<file path="config.mk">
export PLATFORM = sky130hd
export DESIGN_NAME = vec_imm_buff_ld
export DESIGN_NICKNAME = d
export VERILOG_FILES = /design/src/rtl/vec_imm_buff_pkg.sv /design/src/rtl/vec_imm_buff_ld.sv
export SDC_FILE = /design/constraint.sdc
export NUM_CORES = 1
export LEC_CHECK = 0
export CAP_MARGIN = 25
export CORE_MARGIN = 1
export CORE_UTILIZATION = 56
export CTS_CLUSTER_SIZE = 14
export DETAILED_ROUTE_END_ITERATION = 16
export DONT_BUFFER_PORTS = 1
export PLACE_DENSITY_LB_ADDON = 0.15
export SETUP_SLACK_MARGIN = 0.3
export SYNTH_ARGS = -nofsm -noshare
export SYNTH_HDL_FRONTEND = slang
export SYNTH_SLANG_ARGS = --single-unit
</file>
<file path="constraint.sdc">
create_clock -name clk -period 2.95 [get_ports clk]
set_input_delay 0.59 -clock clk [delete_from_list [all_inputs] [get_ports clk]]
set_output_delay 0.59 -clock clk [all_outputs]
set_load 0.1 [all_outputs]
</file>
<file path="src/rtl/vec_imm_buff_pkg.sv">
// vec_imm_buff_pkg
// Shared types for the vector immediate buffer loader.
//   byte_t      : one host byte / one vector lane element
//   vib_state_t : loader FSM state (IDLE, LOAD_VEC, LOAD_SCAL)
//   LEN_W       : width of the length byte and of the lane index
package vec_imm_buff_pkg;

    localparam int LEN_W = 8;

    typedef logic [7:0] byte_t;

    typedef enum logic [1:0] {
        IDLE      = 2'd0,
        LOAD_VEC  = 2'd1,
        LOAD_SCAL = 2'd2
    } vib_state_t;

endpackage

</file>
<file path="src/rtl/vec_imm_buff_ld.sv">
// vec_imm_buff_ld
// Serial-to-parallel immediate buffer. A byte stream from the host builds an
// N-lane, 8-bit vector operand, either element by element (vector load) or by
// replicating one value byte (scalar broadcast). Completion is flagged with a
// one-cycle done pulse. All outputs are registered.
//
// Optional build macro: VEC_IMM_BUFF_ZERO_FILL_EN
//   defined   : lanes L..N-1 are cleared on the edge that accepts a command
//   undefined : lanes L..N-1 keep stale data; consumers must honour out_len
//
// Ports:
//   clk       in   rising-edge clock
//   rst       in   synchronous, active-high reset
//   in        in   command/data byte
//   set_vec   in   start a vector load (looked at only in IDLE)
//   set_scal  in   start a scalar broadcast (looked at only in IDLE)
//   en        in   byte valid / advance; nothing moves while en=0
//   out       out  N-lane operand, out[i] is lane i
//   out_len   out  active length of the buffered operand
//   done      out  one-cycle pulse on command completion
//   state_dbg out  current FSM state, for observation only
//
// Handshake: there is no back-pressure. A byte on `in` is consumed exactly on
// a rising edge where en=1 and the FSM is in a state that wants a byte.
module vec_imm_buff_ld
    import vec_imm_buff_pkg::*;
#(
    parameter int N = 8
) (
    input  logic             clk,
    input  logic             rst,
    input  byte_t            in,
    input  logic             set_vec,
    input  logic             set_scal,
    input  logic             en,
    output byte_t            out [N],
    output logic [LEN_W-1:0] out_len,
    output logic             done,
    output vib_state_t       state_dbg
);

    vib_state_t       state, state_next;
    logic [LEN_W-1:0] idx;
    logic [LEN_W-1:0] len_in;
    logic             done_next;
    logic             cap_len;
    logic             wr_vec;
    logic             wr_scal;

    // Requested length clamped to the number of lanes.
    always_comb begin
        len_in = in;
        if (in > LEN_W'(N)) len_in = LEN_W'(N);
    end

    always_ff @(posedge clk) begin
        if (rst) state <= IDLE;
        else     state <= state_next;
    end

    always_comb begin
        state_next = state;
        done_next  = 1'b0;
        cap_len    = 1'b0;
        wr_vec     = 1'b0;
        wr_scal    = 1'b0;
        case (state)
            IDLE: begin
                if (en && (set_vec || set_scal)) begin
                    cap_len = 1'b1;
                    // A zero-length command consumes no data bytes and
                    // completes straight from IDLE.
                    if (len_in == '0) begin
                        done_next  = 1'b1;
                        state_next = IDLE;
                    end else if (set_vec) begin
                        state_next = LOAD_VEC;
                    end else begin
                        state_next = LOAD_SCAL;
                    end
                end
            end
            LOAD_VEC: begin
                if (en) begin
                    wr_vec = 1'b1;
                    if (idx == out_len - LEN_W'(1)) begin
                        done_next  = 1'b1;
                        state_next = IDLE;
                    end
                end
            end
            LOAD_SCAL: begin
                if (en) begin
                    wr_scal    = 1'b1;
                    done_next  = 1'b1;
                    state_next = IDLE;
                end
            end
            default: state_next = IDLE;
        endcase
    end

    always_ff @(posedge clk) begin
        if (rst) begin
            for (int i = 0; i < N; i++) out[i] <= '0;
            out_len <= '0;
            idx     <= '0;
            done    <= 1'b0;
        end else begin
            done <= done_next;
            if (cap_len) begin
                out_len <= len_in;
                idx     <= '0;
`ifdef VEC_IMM_BUFF_ZERO_FILL_EN
                for (int i = 0; i < N; i++) begin
                    if (LEN_W'(i) >= len_in) out[i] <= '0;
                end
`endif
            end
            if (wr_vec) begin
                for (int i = 0; i < N; i++) begin
                    if (LEN_W'(i) == idx) out[i] <= in;
                end
                idx <= idx + LEN_W'(1);
            end
            if (wr_scal) begin
                for (int i = 0; i < N; i++) begin
                    if (LEN_W'(i) < out_len) out[i] <= in;
                end
            end
        end
    end

    assign state_dbg = state;

endmodule

</file>
==> results of run 1 <==
-- power by group through the flow --
stage | logic, uW | registers [uW] | clock network, uW
after floorplan | 104 | 1270 | 0
after global placement | 119 | 1250 | 0
after detailed placement | 121 | 1250 | 0
after CTS | 122 | 1220 | 932
after global routing | 131 | 1220 | 976
final | 122 | 1220 | 913
-- cells in the mapped netlist (all sizes together), types with 5 or more instances --
library cell  instances
a21oi                14
o21ai                 6
dfxtp                83
buf                   9
nor3                  6
a31oi                 9
nand2                13
ha                    8
nor2b                 7
inv                   5
nor2                 80
clkbuf               15
xnor2                 5
mux2i                64
nand3                 5
-- path summary, 6_finish.rpt --
| check | slack [ns] | endpoint | cells after the start | startpoint |
|---|---|---|---|---|
| hold reg to reg | 0.58 | idx[6] | 2 | idx[6] |
| setup reg to reg | 0.60 | out[46] | 5 | out_len[4] |
| hold / removal | 0.30 | out[32] | 1 | rst |
| setup / recovery | 0.60 | out[46] | 5 | out_len[4] |
-- layout by cell type (no fill, tap or decap), types with 6 or more instances in the layout --
| master | instances |
|---|---|
| mux2i_1 | 64 |
| nand2_1 | 13 |
| o21ai_0 | 6 |
| dfxtp_1 | 83 |
| clkbuf_8 | 10 |
| ha_1 | 8 |
| nor2b_1 | 7 |
| buf_4 | 11 |
| nor2_1 | 80 |
| a21oi_1 | 14 |
-- cell families after synthesis --
logic type                 share of synthesized area (%)
DFF                                                 45.4
adders and majority gates                           2.73
buffers and inverters                               3.48
xor gates and xnor gates                            1.67
muxes                                               18.4
AOI/OAI and AO/OA                                   9.53
and+or+nand+nor                                     18.8
-- cell type report --
cell class,count,area share [%]
Sequential cell,83,42.0
Clock buffer,10,3.48
Timing Repair Buffer,11,2.09
Inverter,5,0.474
Multi-Input combinational cell,266,47.3
Tap cell,77,2.44
Clock inverter,5,2.18
-- registers in the layout, indices dropped and copies added (netlist names) --
signal     count
out           64
idx            8
out_len        8
state_dbg      2
done           1
-- layer usage --
metal | up-vias | share of wire [%]
met3 | 8 | 8.5
li1 | 1304 | -
met1 | 1277 | 43
met5 | - | 0
met2 | 88 | 47
met4 | 0 | 1.3
-- stage by stage --
stage | std cells | setup WS, ns
2_1_floorplan | 378 | 0.314
4_1_cts | 457 | 0.601
3_5_place_dp | 442 | 0.618
3_3_place_gp | 442 | 0.675
5_1_grt | 457 | 0.465
6_report | 457 | 0.601
-- critical path, delay by kind of cell, from the launching register on --
family,cells,cell delay (ns)
multiplexers,1,0.28
AND/OR/NAND/NOR,2,0.79
AO/OA/AOI/OAI,2,0.75
flip-flops,1,0.42
==> results.md, run 1 <==
* GRT overflow at 0
* Die height at 82.9 microns
* Avg WL per Cell at 18.4 microns
* H-tree depth at 3
* Placed instance area at 0.00373 sq mm
* Seq cells post-synth at 83
* Storage cell area at 0.00166 sq mm
* Critical-path cell with the highest stage delay: nor4_2
* Met3 Usage GRT at 9.34%
* Endpoints failing setup at 0
* Total number of vias at 2677
* RSZ-0062 raised after global routing: no
* Final min period at 2.35 ns
* Pwr Total at 2250 uW
* Synth Instances at 378
* Sequential power share at 54.1%
* # DRC at 0
* Yosys warnings at 0
* Area growth syn-to-layout at 8.03%
* Clock latency on the worst-skew pair at 0.35 ns
* CTS clock-pin slew for the worst setup and hold paths at 0.09 ns
* Final instance area at 0.00396 sq mm
* Port Buffers at 0
* GRT Total Usage at 24.9%
* Avg Cell Area, Syn at 9.69 sq um
* Pint at 1680 uW
* Synth unique cells at 48
* Antenna Cells at 0
* I/O pins at 88
* Post-synth top area cell: dfxtp_1
* NetSw at 576 uW
* EDFF count, synth at 0
* Multi-input combinational cell area at 0.00187 sq mm
* Critical path, cell by cell: nor4_2, a21oi_1, a31oi_2, mux2i_1, nor2_1
* Status: finished clean
* Worst hold slack at 0.301 ns
* CTS tree: built
* Final ANT Viol Nets at 0
* Setup CP Type: flip-flop to flip-flop
* FILL cells at 553
* CP peak stage delay at 0.73 ns
* Die Area at 0.00687 sq mm
* Vias in the first global route at 2587
* Clock Skew at 0.0145 ns
* Final WL at 8400 microns
* GR peak layer: met2
* Part of the power in the clock network at 40.5%
* Hold Vio Cnt, Final at 0
* Synth async-reset ratio at 0%
* Drt pass-1 iters at 4
* GRT met2 Usage at 40.2%
* CP arrival at 2.60 ns
* Die Width at 82.9 microns
* CTS Buf Count at 9
* Net Sw Frac at 25.5%
* Max VDD drop at 0.379 mV
* Crit start category: flip-flop
* Comb pwr share at 5.4%
* Final nets at 397
* Initial Utilization at 58.0%
* Largest net degree at the start of global routing at 82
* Setup bufs post-CTS at 0
* TNS Setup at 0 ns
* Pwr Density at 570 mW/mm^2
* Layout Utilization at 62.7%
* Setup crit end kind: flip-flop
* Root buffer cell: clkbuf_8
* First-pass GRT wire length at 13500 microns
* Syn_nets at 399
* Cts repair resizes at 0
* Post-DP HPWL at 5770 microns
* Slew margin rel. at 32.7%
* CTS Hold Buffers Added at 0
* CTS sink cnt at 83
* RD Place Congestion at 0.828
* Initial antenna violation count at 0
* Max-slew violations at 0
* Worst Tran Pin Value at 1.01 ns
* Netlist Area Pre-Place at 0.00366 sq mm
* Number of vias per cell at 5.86
* Max Clk Rate at 426 MHz
* Period utilisation layout at 79.6%
* Initial DRC count at 154
* Met1 usage at 30.8%
* Placeable Area at 0.00631 sq mm
* Rows at 29
* WP data required at 3.20 ns
* Worst min-delay path class: primary input to flip-flop
* Top cell type's share of synthesized area at 45.4%
* Leakage power at 0.00176 uW
* Main synth FF type: dfxtp_1
* Highest fanout seen on the critical path at 12
* Maxcap violations at 0
* Clk buf depth at 2
* Seq/Total Area, Yosys at 45.4%
* Largest cells by area after synthesis: dfxtp_1, mux2i_1, nor2_1
* Share of layout cells above drive strength 1 at 11.3%
Power figures use the tool's default switching activity.
==> run 2, diff against run 1 <==
==> constraint.sdc (replaced) <==
create_clock -name clk -period 2.31 [get_ports clk]
set_input_delay 0.462 -clock clk [delete_from_list [all_inputs] [get_ports clk]]
set_output_delay 0.462 -clock clk [all_outputs]
set_load 0.1 [all_outputs]
==> results.md, run 2 (synthesis gave the netlist of run 1 again) <==
* CTS tree: built (unchanged)
* Reg2reg start: idx[3] (was out_len[4])
* Share of layout cells above drive strength 1 at 29.8% (was 11.3%)
* Final min period at 2.05 ns (was 2.35 ns)
* RSZ-0062 raised after global routing: yes (was no)
* Hold Vio Cnt, Final at 0 (unchanged)
* GRT overflow at 0 (unchanged)
* Total number of vias at 3017 (was 2677)
* Most flops, register: out (unchanged)
* Max Clk Rate at 489 MHz (was 426 MHz)
* Crit start category: flip-flop (unchanged)
* Highest fanout seen on the critical path at 8 (was 12)
* CP arrival at 2.30 ns (was 2.60 ns)
* Port Buffers at 0 (unchanged)
* Status: finished clean (unchanged)
* Setup CP Type: flip-flop to flip-flop (unchanged)
* R2r endpoint: out[25] (was out[46])
* Number of vias per cell at 5.66 (was 5.86)
* Pwr Total at 2890 uW (was 2250 uW)
* Pwr Density at 622 mW/mm^2 (was 570 mW/mm^2)
* Die Width at 82.9 microns (unchanged)
* Commonest non-fill, non-tap cell in the layout: buf_4 (was dfxtp_1)
* CTS Buf Count at 9 (unchanged)
* Period utilisation layout at 88.6% (was 79.6%)
* Largest net degree at the start of global routing at 82 (unchanged)
* Rows at 29 (unchanged)
* Worst Tran Pin Value at 0.509 ns (was 1.01 ns)
* Avg WL per Cell at 17.8 microns (was 18.4 microns)
* Flop2flop setup slack at 0.26 ns (was 0.60 ns)
* RD Place Congestion at 0.810 (was 0.828)
* Max reg flops at 64 (unchanged)
* CTS Hold Buffers Added at 0 (unchanged)
* CTS clock-pin slew for the worst setup and hold paths at 0.09 ns (about the same)
* Critical path startpoint: idx[3] (was out_len[4])
* Clock latency on the worst-skew pair at 0.36 ns (was 0.35 ns)
* Endpoints failing setup at 0 (unchanged)
* GRT Total Usage at 27.6% (was 24.9%)
* FILL cells at 458 (was 553)
* Final ANT Viol Nets at 0 (unchanged)
* Max-slew violations at 0 (unchanged)
* Leakage power at 0.00219 uW (was 0.00176 uW)
* HP Start: rst (unchanged)
* Initial antenna violation count at 0 (unchanged)
* Root buffer cell: clkbuf_8 (unchanged)
* Final WL at 9510 microns (was 8400 microns)
* Vias in the first global route at 2965 (was 2587)
* Commonest non-fill, non-tap cells in the layout: buf_4, nor2_1, dfxtp_1, mux2i_1, a21oi_1 (was dfxtp_1, nor2_1, mux2i_1, a21oi_1, nand2_1)
* Post-DP HPWL at 6220 microns (was 5770 microns)
* Die height at 82.9 microns (unchanged)
* First-pass GRT wire length at 15000 microns (was 13500 microns)
* TNS Setup at 0 ns (unchanged)
* Worst min-delay path class: primary input to flip-flop (unchanged)
* Placeable Area at 0.00631 sq mm (unchanged)
* Drt pass-1 iters at 4 (unchanged)
* CTS sink cnt at 83 (unchanged)
* Clock Skew at 0.00749 ns (was 0.0145 ns)
* H-tree depth at 3 (unchanged)
* Hold Path Depth at 1 (unchanged)
* # DRC at 0 (unchanged)
* Area growth syn-to-layout at 27.0% (was 8.03%)
* Max VDD drop at 0.521 mV (was 0.379 mV)
* Initial Utilization at 58.0% (unchanged)
* Initial DRC count at 170 (was 154)
* Slew margin rel. at 65.9% (was 32.7%)
* FF-to-FF path depth at 6 (was 5)
* Hold worst-path end: out[10] (was out[32])
* WP data required at 2.57 ns (was 3.20 ns)
* Die Area at 0.00687 sq mm (unchanged)
* I/O pins at 88 (unchanged)
* Top flop regs: out (64), idx (8), out_len (8) (unchanged)
* Setup crit end kind: flip-flop (unchanged)
* Antenna Cells at 0 (unchanged)
* Final nets at 472 (was 397)
* Maxcap violations at 0 (unchanged)
* Clk buf depth at 2 (unchanged)
==> run 2: cell count changes in the layout (fill, tap and decap cells not counted), moves of 4 or more <==
cell     change
a31oi_2      -4
dfxtp_1     -13
dfxtp_4      +4
dfxtp_2      +9
mux2i_1      -4
buf_4       +72
a31oi_4      +4
==> run 2: critical path, stage by stage (launching register included) <==
cell     delay, ns
dfxtp_4       0.35
or4_4         0.56
or3b_4        0.45
o22ai_4       0.14
buf_12        0.16
mux2i_2       0.22
nor2_1        0.06
==> run 2: worst max path at each step <==
| stage | end | slack (ns) | cells past startpoint |
|---|---|---|---|
| floorplan | state_dbg[0] | 0.23 | 6 |
| global placement | out[26] | 0.25 | 5 |
| detailed placement | out[30] | 0.19 | 5 |
| CTS | out[25] | 0.30 | 6 |
| global route | out[25] | 0.22 | 6 |
| finish | out[25] | 0.26 | 6 |
==> run 2: layout make-up <==
| cell class | count | area, sq um | area share [%] |
|---|---|---|---|
| well taps | 77 | 96.3 | 2.07 |
| clock buffers | 10 | 128 | 2.74 |
| multi-input cells | 266 | 1950 | 41.9 |
| inverters | 5 | 18.8 | 0.404 |
| clock inverters | 6 | 90.1 | 1.94 |
| repair buffers | 86 | 683 | 14.7 |
| flip-flops and latches | 83 | 1690 | 36.3 |
==> run 2: layer usage <==
layer	share of wire, %	vias up	track usage, %
met5	0	-	0
met4	2.0	0	11.1
met3	7.0	18	8.15
met2	50	113	45.9
met1	41	1442	33.4
li1	-	1444	-
==> run 2: where the power goes <==
part           leakage [uW]  switching [uW]  internal, uW
registers          0.000677            17.2          1440
logic               0.00141             201          78.1
clock network      0.000106             542           611
==> run 2: stage by stage <==
stage	setup WS [ns]	cell area, sq um	cells	hold slack [ns]	util [%]
2_1_floorplan	0.226	3730	378	0.508	-
5_1_grt	0.217	4650	533	0.141	73.7
3_5_place_dp	0.188	4300	510	0.487	68.0
6_report	0.264	4650	533	0.157	73.7
4_1_cts	0.298	4590	530	0.147	72.7
3_3_place_gp	0.248	4300	510	0.474	68.0
==> run 2: timing repair <==
item,in CTS,in global routing
pin swaps,4,6
gates resized for setup,5,6
buffers inserted,4,3
setup endpoints to repair,33,58
